$ cat src/rtl/ctrl_pkg.sv
// Shared opcode, ALU and FSM state definitions for the multi-cycle control unit.
package ctrl_pkg;

  localparam logic [2:0] OP_R    = 3'b000;
  localparam logic [2:0] OP_ADDI = 3'b001;
  localparam logic [2:0] OP_LDR  = 3'b010;
  localparam logic [2:0] OP_STR  = 3'b011;
  localparam logic [2:0] OP_BEQ  = 3'b100;

  localparam logic [1:0] ALU_ADD = 2'b00;
  localparam logic [1:0] ALU_SUB = 2'b01;
  localparam logic [1:0] ALU_AND = 2'b10;
  localparam logic [1:0] ALU_OR  = 2'b11;

  typedef enum logic [2:0] {
    FETCH,
    DECODE,
    EXEC,
    MEM,
    WB,
    HALT
  } state_t;

  // R-type funct field maps one-to-one onto the ALU operation code
  function automatic logic [1:0] funct_to_alu(input logic [1:0] funct);
    logic [1:0] res;
    case (funct)
      2'b00:   res = ALU_ADD;
      2'b01:   res = ALU_SUB;
      2'b10:   res = ALU_AND;
      default: res = ALU_OR;
    endcase
    return res;
  endfunction

endpackage

$ cat src/rtl/multicycle_controller_if.sv
// Controller <-> datapath/memory signal bundle; master is the controller side.
interface multicycle_controller_if #(
  parameter int PC_W     = 8,
  parameter int RETIRE_W = 16
);
  logic                run;
  logic [15:0]         instr;
  logic                alu_zero;
  logic                mem_ready;
  logic [PC_W-1:0]     pc;
  logic [15:0]         ir;
  logic [2:0]          ra;
  logic [2:0]          rb;
  logic [2:0]          rd;
  logic [7:0]          imm;
  logic [1:0]          alu_op;
  logic                alu_src_imm;
  logic                reg_write;
  logic                mem_read;
  logic                mem_write;
  logic                mem_to_reg;
  logic                halted;
  logic [RETIRE_W-1:0] retired;

  modport master (
    input  run, instr, alu_zero, mem_ready,
    output pc, ir, ra, rb, rd, imm, alu_op, alu_src_imm,
           reg_write, mem_read, mem_write, mem_to_reg, halted, retired
  );

  modport slave (
    output run, instr, alu_zero, mem_ready,
    input  pc, ir, ra, rb, rd, imm, alu_op, alu_src_imm,
           reg_write, mem_read, mem_write, mem_to_reg, halted, retired
  );
endinterface

$ cat src/rtl/ctrl_decoder.sv
// Combinational instruction field decoder: register indices, immediate, opcode class.
module ctrl_decoder
  import ctrl_pkg::*;
(
  input  logic [15:0] ir_i,
  output logic [2:0]  op_o,
  output logic [2:0]  ra_o,
  output logic [2:0]  rb_o,
  output logic [2:0]  rd_o,
  output logic [7:0]  imm_o,
  output logic        illegal_o
);

  always_comb begin
    op_o      = ir_i[15:13];
    ra_o      = ir_i[9:7];
    rd_o      = ir_i[12:10];
    // beq/str read their second source from the rd field
    rb_o      = ((ir_i[15:13] == OP_BEQ) || (ir_i[15:13] == OP_STR)) ? ir_i[12:10] : ir_i[6:4];
    imm_o     = {{2{ir_i[5]}}, ir_i[5:0]};
    illegal_o = (ir_i[15:13] > OP_BEQ);
  end

endmodule

$ cat src/rtl/multicycle_controller.sv
// Multi-cycle control FSM: owns PC, IR and retire counter; sequences
// fetch/decode/execute/memory/writeback and drives Moore datapath strobes.
module multicycle_controller
  import ctrl_pkg::*;
#(
  parameter int PC_W     = 8,
  parameter int PROG_LEN = 8,
  parameter int RETIRE_W = 16
) (
  input logic clk,
  input logic reset,
  multicycle_controller_if.master bus
);

  state_t              state_q, state_d;
  logic [PC_W-1:0]     pc_q, pc_d;
  logic [15:0]         ir_q, ir_d;
  logic [RETIRE_W-1:0] retired_q, retired_d;
  logic [2:0]          op;
  logic [7:0]          imm;
  logic                illegal;

  ctrl_decoder u_dec (
    .ir_i      (ir_q),
    .op_o      (op),
    .ra_o      (bus.ra),
    .rb_o      (bus.rb),
    .rd_o      (bus.rd),
    .imm_o     (imm),
    .illegal_o (illegal)
  );

  assign bus.imm     = imm;
  assign bus.pc      = pc_q;
  assign bus.ir      = ir_q;
  assign bus.retired = retired_q;
  assign bus.halted  = (state_q == HALT);

  always_ff @(posedge clk) begin
    if (reset) begin
      state_q   <= FETCH;
      pc_q      <= '0;
      ir_q      <= '0;
      retired_q <= '0;
    end else begin
      state_q   <= state_d;
      pc_q      <= pc_d;
      ir_q      <= ir_d;
      retired_q <= retired_d;
    end
  end

  always_comb begin
    state_d   = state_q;
    pc_d      = pc_q;
    ir_d      = ir_q;
    retired_d = retired_q;
    case (state_q)
      FETCH: begin
        if (bus.run) begin
          if (int'(pc_q) >= PROG_LEN) begin
            state_d = HALT;
          end else begin
            ir_d    = bus.instr;
            pc_d    = pc_q + PC_W'(1);
            state_d = DECODE;
          end
        end
      end
      DECODE: state_d = illegal ? HALT : EXEC;
      EXEC: begin
        case (op)
          OP_LDR, OP_STR: state_d = MEM;
          OP_BEQ: begin
            // pc already points past the branch, so the offset is applied to it directly
            if (bus.alu_zero) pc_d = pc_q + PC_W'($signed(imm));
            retired_d = retired_q + RETIRE_W'(1);
            state_d   = FETCH;
          end
          default: state_d = WB;
        endcase
      end
      MEM: begin
        if (bus.mem_ready) begin
          if (op == OP_LDR) begin
            state_d = WB;
          end else begin
            retired_d = retired_q + RETIRE_W'(1);
            state_d   = FETCH;
          end
        end
      end
      WB: begin
        retired_d = retired_q + RETIRE_W'(1);
        state_d   = FETCH;
      end
      HALT:    state_d = HALT;
      default: state_d = HALT;
    endcase
  end

  always_comb begin
    bus.alu_op      = ALU_ADD;
    bus.alu_src_imm = 1'b0;
    bus.reg_write   = 1'b0;
    bus.mem_read    = 1'b0;
    bus.mem_write   = 1'b0;
    bus.mem_to_reg  = 1'b0;
    case (state_q)
      EXEC: begin
        case (op)
          OP_R:                    bus.alu_op = funct_to_alu(ir_q[1:0]);
          OP_ADDI, OP_LDR, OP_STR: bus.alu_src_imm = 1'b1;
          OP_BEQ:                  bus.alu_op = ALU_SUB;
          default:                 bus.alu_op = ALU_ADD;
        endcase
      end
      MEM: begin
        bus.mem_read  = (op == OP_LDR);
        bus.mem_write = (op == OP_STR);
      end
      WB: begin
        bus.reg_write  = 1'b1;
        bus.mem_to_reg = (op == OP_LDR);
      end
      default: bus.alu_op = ALU_ADD;
    endcase
  end

endmodule

$ cat src/flat_wrapper.sv
// flat-port wrapper written by rule: the top's interface ports become plain ports
module multicycle_controller_flat import ctrl_pkg::*;
#(
  parameter int PC_W     = 8,
  parameter int PROG_LEN = 8,
  parameter int RETIRE_W = 16
)
  (clk, reset, bus_run, bus_instr, bus_alu_zero, bus_mem_ready, bus_pc, bus_ir, bus_ra, bus_rb, bus_rd, bus_imm, bus_alu_op, bus_alu_src_imm, bus_reg_write, bus_mem_read, bus_mem_write, bus_mem_to_reg, bus_halted, bus_retired);
  multicycle_controller_if #(.PC_W(PC_W), .RETIRE_W(RETIRE_W)) bus_i ();
  input logic clk;
  input logic reset;
  input wire logic [$bits(bus_i.run)-1:0] bus_run;
  input wire logic [$bits(bus_i.instr)-1:0] bus_instr;
  input wire logic [$bits(bus_i.alu_zero)-1:0] bus_alu_zero;
  input wire logic [$bits(bus_i.mem_ready)-1:0] bus_mem_ready;
  output wire logic [$bits(bus_i.pc)-1:0] bus_pc;
  output wire logic [$bits(bus_i.ir)-1:0] bus_ir;
  output wire logic [$bits(bus_i.ra)-1:0] bus_ra;
  output wire logic [$bits(bus_i.rb)-1:0] bus_rb;
  output wire logic [$bits(bus_i.rd)-1:0] bus_rd;
  output wire logic [$bits(bus_i.imm)-1:0] bus_imm;
  output wire logic [$bits(bus_i.alu_op)-1:0] bus_alu_op;
  output wire logic [$bits(bus_i.alu_src_imm)-1:0] bus_alu_src_imm;
  output wire logic [$bits(bus_i.reg_write)-1:0] bus_reg_write;
  output wire logic [$bits(bus_i.mem_read)-1:0] bus_mem_read;
  output wire logic [$bits(bus_i.mem_write)-1:0] bus_mem_write;
  output wire logic [$bits(bus_i.mem_to_reg)-1:0] bus_mem_to_reg;
  output wire logic [$bits(bus_i.halted)-1:0] bus_halted;
  output wire logic [$bits(bus_i.retired)-1:0] bus_retired;
  assign bus_i.run = bus_run;
  assign bus_i.instr = bus_instr;
  assign bus_i.alu_zero = bus_alu_zero;
  assign bus_i.mem_ready = bus_mem_ready;
  assign bus_pc = bus_i.pc;
  assign bus_ir = bus_i.ir;
  assign bus_ra = bus_i.ra;
  assign bus_rb = bus_i.rb;
  assign bus_rd = bus_i.rd;
  assign bus_imm = bus_i.imm;
  assign bus_alu_op = bus_i.alu_op;
  assign bus_alu_src_imm = bus_i.alu_src_imm;
  assign bus_reg_write = bus_i.reg_write;
  assign bus_mem_read = bus_i.mem_read;
  assign bus_mem_write = bus_i.mem_write;
  assign bus_mem_to_reg = bus_i.mem_to_reg;
  assign bus_halted = bus_i.halted;
  assign bus_retired = bus_i.retired;
  multicycle_controller #(.PC_W(PC_W), .PROG_LEN(PROG_LEN), .RETIRE_W(RETIRE_W)) u_core (.clk(clk), .reset(reset), .bus(bus_i));
endmodule
$ cat config.mk
export PLATFORM = sky130hd
export DESIGN_NAME = multicycle_controller_flat
export DESIGN_NICKNAME = d
export VERILOG_FILES = /design/src/rtl/ctrl_pkg.sv /design/src/rtl/multicycle_controller_if.sv /design/src/rtl/ctrl_decoder.sv /design/src/rtl/multicycle_controller.sv /design/src/flat_wrapper.sv
export SDC_FILE = /design/constraint.sdc
export NUM_CORES = 1
export LEC_CHECK = 0
export BUFFER_PORTS_ARGS = -buffer_cell sky130_fd_sc_hd__buf_2
export CAP_MARGIN = 20
export CORE_MARGIN = 8
export CORE_UTILIZATION = 54
export DETAILED_ROUTE_END_ITERATION = 16
export PLACE_DENSITY = 0.85
export SETUP_SLACK_MARGIN = 0.15
export SLEW_MARGIN = 20
export SYNTH_ARGS = -nofsm -noshare
export SYNTH_HDL_FRONTEND = slang
export SYNTH_HIERARCHICAL = 1
export SYNTH_SLANG_ARGS = --single-unit
$ cat constraint.sdc
create_clock -name clk -period 4.68 [get_ports clk]
set_input_delay 0.234 -clock clk [delete_from_list [all_inputs] [get_ports clk]]
set_output_delay 0.234 -clock clk [all_outputs]
set_load 0.005 [all_outputs]
# Word-level counts from Yosys, hierarchy flattened
# Index checks and enable logic that the tools add are counted.
[totals]
input_bits = 21
reg_bits = 43
wordCells = 65
output_inout_bits = 65
[op_classes]
n_bitwise = 1
n_mux = 26
n_addsub = 3
n_lt_le_gt_ge = 2
n_eq_ne = 17
reduce_logical = 12
[ops]
columns = ["operator", "count"]
rows = [
  ["16-bit 2-to-1 mux", 3],
  ["16-bit case mux with 3 select lines", 1],
  ["8-bit 2-to-1 mux", 4],
  ["3-bit 2-to-1 mux", 6],
  ["16-bit by 1-bit adder with 16-bit output, second input constant", 1],
  ["8-bit case mux with 2 select lines", 1],
  ["3-bit case mux with 5 select lines", 1],
  ["3-bit by 2-bit == test with 1-bit output, second input constant", 4],
  ["2-bit != test, second input constant", 6],
  ["3-bit == test, second input constant", 3],
  ["8-bit by 1-bit adder with 8-bit output, second input constant", 1],
  ["8-bit adder", 1],
  ["8-bit by 4-bit greater-or-equal comparator with 1-bit output, second input constant", 1],
  ["3-bit by 1-bit == test with 1-bit output, second input constant", 2],
  ["3-bit logical NOT", 2],
  ["1-bit 2-to-1 mux", 6],
  ["2-bit case mux with 3 select lines", 1],
  ["3-bit case mux with 2 select lines", 1],
  ["5-bit AND reduction", 1],
  ["2-bit case mux with 2 select lines", 1],
  ["4-bit AND reduction", 1],
  ["3-bit greater-than comparator, second input constant", 1],
  ["3-bit AND reduction", 1],
  ["3-bit nonzero test", 1],
  ["10 further kinds", 10],
]

# Depth between registers and ports, before layout
# Gate-level depths: netlist of run 1.
[depth]
depth_word = 4
mapped_depth = 12
depth_no_buf = 10

# Cells and area by module
# The synthesis of run 1 kept the hierarchy.
[by_module_without_submodules]
columns = ["mod", "seq_area_each_um2", "cells_each", "instances", "area_each_um2"]
rows = [
  ["multicycle_controller", 860.8, 283, 1, 2297.2],
  ["ctrl_decoder", 0.0, 35, 1, 242.7],
]

# Least setup slack after synthesis of run 1
# No wires, ideal clock.
[synth_path]
kind = "reg2reg"
startpoint = "register u_core.state_q[1]"
endpoint = "register u_core.pc_q[7] (netlist: u_core/bus.pc[7])"
stages_incl_launch_ff = 11
path_buffers = 2
required_time_ns = 4.559
period_less_slack_ns = 2.426
arrival_time_ns = 2.305
setup_time_ns = 0.121
setup_slack_ns = 2.254
path_cell_list = "dfxtp_1 buf_2 nor3b_1 buf_2 and2_1 ha_1 o211a_1 a211oi_1 a211o_1 and4_1 mux2_2"
[synth_between]
elab_chain_cells = 3
elab_cells_between_ends = 9
cone_classes = "eq/ne: 5; mux: 1; reduce/logical: 3"
[synth_rtl]
columns = ["element", "line_no", "rtl"]
rows = [
  ["start: declaration", "multicycle_controller.sv:15", "state_t state_q, state_d;"],
  ["start signal: assignment", "multicycle_controller.sv:46", "state_q <= state_d;"],
  ["3-bit by 2-bit == test with 1-bit output or 3-bit logical NOT (tied branches)", "multicycle_controller.sv:58", "case (state_q)"],
  ["2-bit != test (no source line) or 2-bit nonzero test (tied branches)", "n/a", ""],
  ["5-bit AND reduction (no source line)", "n/a", ""],
  ["end signal: assignment", "multicycle_controller.sv:47", "pc_q <= pc_d;"],
  ["end: declaration", "multicycle_controller.sv:16", "logic [PC_W-1:0] pc_q, pc_d;"],
]
# Several ways; a longest one is shown, not always the timed one.
# A chain may end at the register's enable or synchronous reset.

# Final worst setup path of run 1
[layout_path]
startpoint = "register u_core.state_q[0]"
endpoint = "register u_core.pc_q[7] (netlist: u_core/bus.pc[7])"
# Same word-level chain as after synthesis.

==> results of run 1 <==
state kept, by name, indices dropped and copies added, names as in the netlist:
name,count
u_core/bus.ir,16
u_core/state_q,3
u_core/bus.pc,8
u_core/bus.retired,16
final cells by class:
type                            count  area [um^2]  area share (%)
Multi-Input combinational cell    235         1440            49.4
Clock inverter                      1         5.00           0.172
Clock buffer                        7         76.3            2.62
Tap cell                           54         67.6            2.32
Timing Repair Buffer               86          433            14.9
Inverter                            8         30.0            1.03
Sequential cell                    43          861            29.6
stage by stage:
stage | power [W] | setup WS, ps | hold WS [ps] | std cells | cell area, um^2
6_report | 0.00105 | 1990 | 174 | 434 | 2910
4_1_cts | 0.00106 | 1990 | 166 | 434 | 2910
2_1_floorplan | 0.000755 | 2250 | 370 | 318 | 2540
5_1_grt | 0.00112 | 1740 | 173 | 434 | 2910
3_3_place_gp | 0.000824 | 2150 | 458 | 426 | 2830
3_5_place_dp | 0.000835 | 2030 | 461 | 426 | 2830
per-layer routing:
layer,vias up,part of all wire [%],track usage [%]
li1,1208,-,-
met1,1152,43,18.9
met2,60,51,31.6
met3,4,5.1,4.39
met4,0,0.96,6.96
met5,-,0,0
cells in the mapped netlist (7+ instances only):
library cell  instances  area share, %
nor3_1                7            1.4
nand4_1               7            1.7
nand3_1              14            2.8
inv_1                 8            1.2
o21ai_0               8            1.6
nor2_1               36            5.3
xor2_1               13            4.5
dfxtp_1              43             34
ha_1                  8            3.9
buf_4                18            5.3
nor3b_1               7            2.1
nand2_1              47            6.9
a21oi_1              23            4.5
critical path: cells and delay by family, from the launching register on:
kind          cells  cell delay (ps)
flops             1              400
simple gates      4             1860
mux               1              320
cell usage in the layout, fill, tap and decap left out, drive strengths merged, types with 13 or more instances in the layout:
| cell type | instances |
|---|---|
| buf | 86 |
| nand2 | 48 |
| dfxtp | 43 |
| nor2 | 36 |
| a21oi | 23 |
| nand3 | 14 |
| xor2 | 13 |
worst paths after layout:
path	startpoint	endpoint	slack [ps]
hold / removal	bus_instr[4]	u_core/bus.ir[4]	170
hold reg to reg	u_core/bus.ir[7]	u_core/bus.ir[7]	480
setup / recovery	u_core/state_q[0]	u_core/bus.pc[7]	1990
setup reg to reg	u_core/state_q[0]	u_core/bus.pc[7]	1990
cells by family after synthesis:
family | Yosys count
AOI/OAI and AO/OA | 55
muxes | 5
xor gates and xnor gates | 15
and+or+nand+nor | 151
buffers and inverters | 40
adders and majority gates | 9
DFF | 43
power by group through the flow:
| stage | registers (W) | logic [W] | clock network (W) |
|---|---|---|---|
| 3_5_place_dp | 0.000484 | 0.000352 | 0 |
| 5_1_grt | 0.000485 | 0.000392 | 0.000241 |
| 3_3_place_gp | 0.000480 | 0.000344 | 0 |
| 4_1_cts | 0.000475 | 0.000354 | 0.000229 |
| 6_report | 0.000476 | 0.000352 | 0.000222 |
| 2_1_floorplan | 0.000456 | 0.000300 | 0 |
==> metrics.cfg, run 1 <==
[worst_setup_path]
cp-start-kind = flop
crit_chain = nor3_1, nand4_2, nand2_1, and4_1, mux2_2
arrival_ps = 2870
worst_path_max_delay_cell = nand2_1
slowest_delay_ps = 570
cp.required_ps = 4860
cp-end-kind = flop
critPathMaxFanout = 18
r2r_cells = 5
path_class = flop to flop

[die]
chipWidth_um = 84.6
die_h_um = 84.6
design.die.area_um2 = 7150
placement_rows = 25
ios = 86
start_util_pct = 54.9
core_area_um2 = 4630

[clock_tree]
hold_buffers = 0
htree_levels = 2
clkSlewWorstSetupHoldPaths_ps = 80
cts-root-buf = clkbuf_8
clock-sinks = 43
cts_tree = built
post_cts_buffers = 0
clock_latency_ps = 290
cts_made_buffers = 5
cts_buffer_depth = 2
ctsResizeCount = 0

[global_route]
grt_pass1_vias = 2333
antenna_found_initial = 0
grt_pass1_wl_um = 10600
grt_use_total_pct = 17.5
grt_max_degree = 50
grt-ovfl-total = 0

[worst_hold_path]
hold_path.class = input port to flop
hold-path-cell-count = 3

[finish]
n_fill_cell = 424
diodes = 0
syn2layout_area_growth_pct = 14.6
nets = 409
post-route-util_pct = 62.9
drive_above_1_share_pct = 26.1

[pwr]
p_leak_nw = 1.38
power_frac_comb_pct = 33.5
p_seq_share_pct = 45.3
p_sw_share_pct = 36.8
power_switching_w = 0.000386
p_int_w = 0.000664
power.share.clock_pct = 21.1
power_density_nw_per_um2 = 361
vdd_drop_max_mv = 0.219

[synth]
ys_warn_count = 6
syn_area_um2 = 2540
synth_compound_area_share_pct = 15.0
synth_seq_area_share_pct = 33.9
synth_edf_count = 0
synth_flop_cell = dfxtp_1
synth-seq-cells = 43
syn_nets = 348
synthAdderAreaFrac_pct = 4.73
synth-simple-area-share_pct = 29.8
synthArstFlopShare_pct = 0
synth_xor_area_share_pct = 5.17
syn_area_per_cell_um2 = 7.99
muxShareOfSynthArea_pct = 2.02
synth_top_family_by_area = simple AND/OR/NAND/NOR gates
postSynthCellCount = 318
synth_cell_types = 54

[timing]
rsz0062_at_grt = false
slew_headroom_pct = 43.9
tns_ps = 0
final-setup-viol-count = 0
min_period_ps = 2690
fmax_ghz = 0.371
min_period_over_period_pct = 57.5
fin_worst_skew_ps = 5.74
final_hold_viol_count = 0
worst_slew_pin_slew_ps = 841
slew_violations = 0

[job]
maxCapViolations = 0

[placement]
portBuffers = 85
hpwlAfterDp_um = 4790
gp_congestion = 0.889

[route]
via_per_inst = 5.59
drtPass1Iterations = 4
ant_nets = 0
post_drt_wl_per_cell_um = 14.7
vias = 2424
drcViolationCount = 0
dr.first_iter.drc_count = 149
wl_um = 6390

[outcome]
status = finished, final reports clean

Note: power is estimated with default switching activity, not from simulation.
==> run 2: changes to the inputs <==
Settings changed: CORE_UTILIZATION 54 to 46, PLACE_DENSITY 0.85 to 0.77.
Clock period 4.68 ns to 2.45 ns, I/O delays scaled along.
==> run 2 against run 1 <==
Effect of this change:
- sequential cell count stayed put
- sequential power grew 84%
- combinational power up 140%
- maximum frequency grew 19%
- global-route usage fell by 1.3 points
- register-to-register slack lost 1800 ps
- non-clock buffer count rose by 16
- clock-buffer cell count decreased by 1
- first-iteration DRC count is 4.7% higher
- hold slack lost 110 ps
- critical path type unchanged
==> metrics.cfg, run 2 (synthesis gave the netlist of run 1 again) <==
[worst_hold_path]
hold_path.class = input port to flop

[route]
post_drt_wl_per_cell_um = 14.4
drtPass1Iterations = 4
drcViolationCount = 0
via_per_inst = 5.25
dr.first_iter.drc_count = 156
ant_nets = 0
wl_um = 6720
vias = 2448

[global_route]
grt_max_degree = 50
grt_pass1_wl_um = 11200
use_met2_pct = 26.6
grt_use_total_pct = 16.2
met1_usage_pct = 19.7
top_usage_layer = met2
grt-ovfl-total = 0
antenna_found_initial = 0
grt_pass1_vias = 2259
grt_use_met3_pct = 4.57

[timing]
rsz0062_at_grt = true
fmax_ghz = 0.441
fin_worst_skew_ps = 4.34
final-setup-viol-count = 0
final_hold_viol_count = 0
slew_headroom_pct = 42.2
worst_slew_pin_slew_ps = 867
min_period_ps = 2270
tns_ps = 0
min_period_over_period_pct = 92.5
slew_violations = 0

[worst_setup_path]
cp-start-kind = flop
critPathMaxFanout = 6
cp-end-kind = flop
path_class = flop to flop
arrival_ps = 2450
cp.required_ps = 2640

[clock_tree]
cts_tree = built
clkSlewWorstSetupHoldPaths_ps = 70
cts_buffer_depth = 2
clock_latency_ps = 290
cts-root-buf = clkbuf_8
htree_levels = 2
clock-sinks = 43
cts_made_buffers = 5
hold_buffers = 0

[placement]
gp_congestion = 0.895
hpwlAfterDp_um = 5020
place_area_um2 = 2980
portBuffers = 85

[pwr]
vdd_drop_max_mv = 0.344
p_leak_nw = 1.45
power_density_nw_per_um2 = 674

[die]
design.die.area_um2 = 8150
placement_rows = 27
chipWidth_um = 90.3
die_h_um = 90.3
core_area_um2 = 5410
start_util_pct = 47.0
ios = 86

[finish]
n_fill_cell = 508
post-route-util_pct = 58.4
final_common_cell = buf_2
syn2layout_area_growth_pct = 24.3
drive_above_1_share_pct = 32.7
final_area_um2 = 3160
nets = 425
diodes = 0
layout_common_cells = 85 x buf_2, 46 x nand2_1, 42 x dfxtp_1, 36 x nor2_1, 23 x a21oi_1

[job]
maxCapViolations = 0

[outcome]
status = finished, final reports clean

run 2: cell count changes in the layout (fill, tap and decap cells not counted), sizes merged:
cell / before / now
buf: 86 / 102
clkbuf: 7 / 6
clkinv: 1 / 0
run 2: final cells by class:
class | instances | area (um^2) | share of cell area [%]
multi-input combinational | 235 | 1550 | 49.0
sequential | 43 | 862 | 27.3
timing repair buffer | 102 | 553 | 17.5
tap | 72 | 90.1 | 2.85
clock buffer | 6 | 72.6 | 2.30
inverter | 8 | 32.5 | 1.03
run 2: where the power goes:
part	switching (W)	leakage, nW	internal, W	total, W
combinational	0.000455	1.07	0.000383	0.000838
sequential	0.0000921	0.350	0.000782	0.000874
clock	0.000225	0.0371	0.000190	0.000415
total	0.000772	1.45	0.00136	0.00213
run 2: layer usage:
layer  up-vias  part of all wire [%]  routed length [um]
met3         7                   5.3                 355
li1       1241                     -                   -
met4         0                   1.4                  91
met2        52                    49                3330
met1      1148                    44                2950
met5         -                     0                   0
run 2: path summary, 6_finish.rpt:
path | from | endpoint | slack (ps) | cells past startpoint
setup / recovery | u_core/state_q[1] | u_core/bus.pc[7] | 180 | 9
hold / removal | bus_instr[14] | u_core/bus.ir[14] | 60 | 3
setup reg to reg | u_core/state_q[1] | u_core/bus.pc[7] | 180 | 9
hold reg to reg | u_core/bus.ir[7] | u_core/bus.ir[7] | 470 | 2
run 2: timing repair:
action / 4_1_cts / 5_1_grt
setup buffers: 0 / 6
resized for setup: 0 / 12
endpoints found under the setup margin: 0 / 2
endpoints found under the hold margin: 0 / 0
run 2: worst max-delay path: stages (launching register included):
cell and delay, ps:
dfxtp_1 310, nor3b_2 150, buf_4 160, and2_1 190, ha_4 290, o21ai_1 80, or2_4 270, a211o_1 260
and4_1 190, mux2_2 260
run 2: stage by stage:
step | worst slack, ps | hold WS [ps] | std cells | power (W)
CTS | 154 | 53.8 | 460 | 0.00209
detailed placement | 162 | 370 | 454 | 0.00168
global placement | 246 | 364 | 454 | 0.00166
global route | 81.8 | 60.9 | 466 | 0.00228
floorplan | 142 | 258 | 318 | 0.00146
finish | 183 | 59.5 | 466 | 0.00213
==> run 3: changes to the inputs <==
Settings changed: CORE_UTILIZATION 46 to 45, PLACE_DENSITY 0.77 to 0.76, SYNTH_HIERARCHICAL 1 to not set.
==> run 3 against run 2 <==
Effect of this change:
- cell area decreased by 4.5%
- die area fell by 1.3%
- critical path type unchanged
- combinational power grew 22%
==> metrics.cfg, run 3 <==
[outcome]
status = finished, final reports clean

[clock_tree]
clock-sinks = 43
clkSlewWorstSetupHoldPaths_ps = 80
cts-root-buf = clkbuf_8
clock_latency_ps = 300
cts_tree = built
htree_levels = 2
cts_made_buffers = 5
cts_buffer_depth = 2

[placement]
portBuffers = 85
place_area_um2 = 2870
hpwlAfterDp_um = 4930
gp_congestion = 0.877
dp.cells = 439

[pwr]
p_sw_share_pct = 38.0
power_switching_w = 0.000924
power_density_nw_per_um2 = 808
power_frac_comb_pct = 41.8
p_seq_share_pct = 37.3
p_int_w = 0.00151
p_leak_nw = 1.42
total_power_w = 0.00243
power.share.clock_pct = 20.9
vdd_drop_max_mv = 0.329

[timing]
min_period_over_period_pct = 90.3
fin_worst_skew_ps = 5.43
final_hold_viol_count = 0
worst_slew_pin_slew_ps = 845
final-setup-viol-count = 0
rsz0062_at_grt = false
fmax_ghz = 0.452
tns_ps = 0
slew_violations = 0
slew_headroom_pct = 43.7
min_period_ps = 2210

[route]
dr.first_iter.drc_count = 102
via_per_inst = 5.34
drtPass1Iterations = 4
wl_um = 6740
ant_nets = 0
vias = 2405
drcViolationCount = 0
post_drt_wl_per_cell_um = 15.0

[worst_setup_path]
cpLargestDelayFamily = compound AO/OA/AOI/OAI gates
cp-start-kind = flop
ff2ff_setup_slack_ps = 240
worst_path_max_delay_cell = dfxtp_2
crit_chain = nor2_4, nand2_2, or2_4, ha_4, inv_2, fa_2, nor2b_1, o31a_1, o311a_1, a31oi_1, o311ai_1
cp.required_ps = 2620
cp-end-kind = flop
critPathMaxFanout = 4
arrival_ps = 2390
path_class = flop to flop
slowest_delay_ps = 350
worstPathBufferInverterCount = 1

[finish]
instances_no_fill = 450
layout_common_cells = 85 x buf_2, 50 x nand2_1, 41 x dfxtp_1, 28 x a21oi_1, 25 x nor2_1
nets = 405
drive_above_1_share_pct = 33.1
final_common_cell = buf_2
final_area_um2 = 3010
diodes = 0
syn2layout_area_growth_pct = 23.3
post-route-util_pct = 56.1

[synth]
ys_warn_count = 0
ys_top_cells_by_area = dfxtp_1 35%, nand2_1 7.8%, a21oi_1 5.7%
syn_nets = 330
synth_cell_types = 60
synth_edf_count = 0
synth_flop_cell = dfxtp_1
synthArstFlopShare_pct = 0
synth_common_cells = 51 x nand2_1, 43 x dfxtp_1, 28 x a21oi_1
netlist.area_leader.share_pct = 35.2
synth_seq_area_share_pct = 35.2
syn_area_per_cell_um2 = 8.10
postSynthCellCount = 302
synth.largest_area_cell = dfxtp_1
syn_area_um2 = 2440
synth-seq-cells = 43
yosysMostFrequentCell = nand2_1

[die]
ios = 86
placement_rows = 27
design.die.area_um2 = 8050
start_util_pct = 45.5
chipWidth_um = 89.7
core_area_um2 = 5370
die_h_um = 89.7

[global_route]
grt_use_total_pct = 16.1
antenna_found_initial = 0
grt-ovfl-total = 0
grt_pass1_wl_um = 11000
grt_pass1_vias = 2327
grt_max_degree = 47

[worst_hold_path]
hold_path.class = input port to flop

[job]
maxCapViolations = 0

[run 3: changes by cell type after synthesis, moves of 4 or more]
cell / before / now
and3_1: 2 / 7
nand3_1: 14 / 8
inv_1: 8 / 4
xor2_1: 13 / 7
nand4_1: 7 / 3
a21oi_1: 23 / 28
nor4_1: 1 / 6
nand2_1: 47 / 51
nor3b_1: 7 / 2
nor2_1: 36 / 26
xnor2_1: 2 / 7
[run 3: path summary, 6_finish.rpt]
kind,depth (start not counted),from,to
setup / recovery,11,u_core.state_q[0],u_core.bus.pc[6]
hold / removal,3,bus_instr[13],u_core.bus.ir[13]
setup reg to reg,11,u_core.state_q[0],u_core.bus.pc[6]
hold reg to reg,2,u_core.bus.ir[7],u_core.bus.ir[7]
[run 3: final cells by class]
type | instances | area, um^2
fill | 515 | 2360
multi-input combinational | 226 | 1430
sequential | 43 | 863
timing repair buffer | 96 | 512
clock buffer | 8 | 100
tap | 72 | 90.1
inverter | 5 | 18.8
[run 3: kinds of logic (layout without fill, tap and decap cells)]
| group | Yosys count | after routing | share of synthesized area [%] |
|---|---|---|---|
| muxes | 8 | 8 | 3.43 |
| xor gates and xnor gates | 14 | 14 | 5.02 |
| AOI/OAI and AO/OA | 57 | 57 | 15.0 |
| buffers and inverters | 33 | 109 | 7.52 |
| and+or+nand+nor | 140 | 140 | 29.9 |
| adders and majority gates | 7 | 7 | 3.89 |
| DFF | 43 | 43 | 35.2 |
[run 3: per-layer routing]
layer  up-vias  GRT usage (%)  wire [um]
met5         -              0          0
met4         0           8.32        158
met3        14           4.41        412
met2        76           26.7       3260
met1      1114           18.4       2910
li1       1201              -          -
[run 3: worst register-to-register path: stages, from the launching register on]
cell	delay (ps)
dfxtp_2	350
nor2_4	130
nand2_2	80
or2_4	240
ha_4	160
inv_2	50
fa_2	200
nor2b_1	50
o31a_1	280
o311a_1	290
a31oi_1	150
o311ai_1	120
[run 3: what timing repair did]
item,CTS,global route
hold endpoints to repair,0,0
endpoints found under the setup margin,0,3
hold buffers,0,0
gates resized for setup,0,7
buffers inserted,0,3
[run 3: power groups by stage]
stage | combinational, W | sequential, W | clock (W)
2_1_floorplan | 0.000689 | 0.000909 | 0
3_3_place_gp | 0.000945 | 0.000911 | 0
3_5_place_dp | 0.000961 | 0.000914 | 0
4_1_cts | 0.000965 | 0.000898 | 0.000527
5_1_grt | 0.00112 | 0.000925 | 0.000553
6_report | 0.00102 | 0.000908 | 0.000509
[run 3: stage by stage]
stage / setup WS, ps / hold WS, ps
finish: 239 / 56.1
global route: 167 / 48.1
CTS: 164 / 45.4
detailed placement: 179 / 372
global placement: 256 / 368
floorplan: 161 / 263
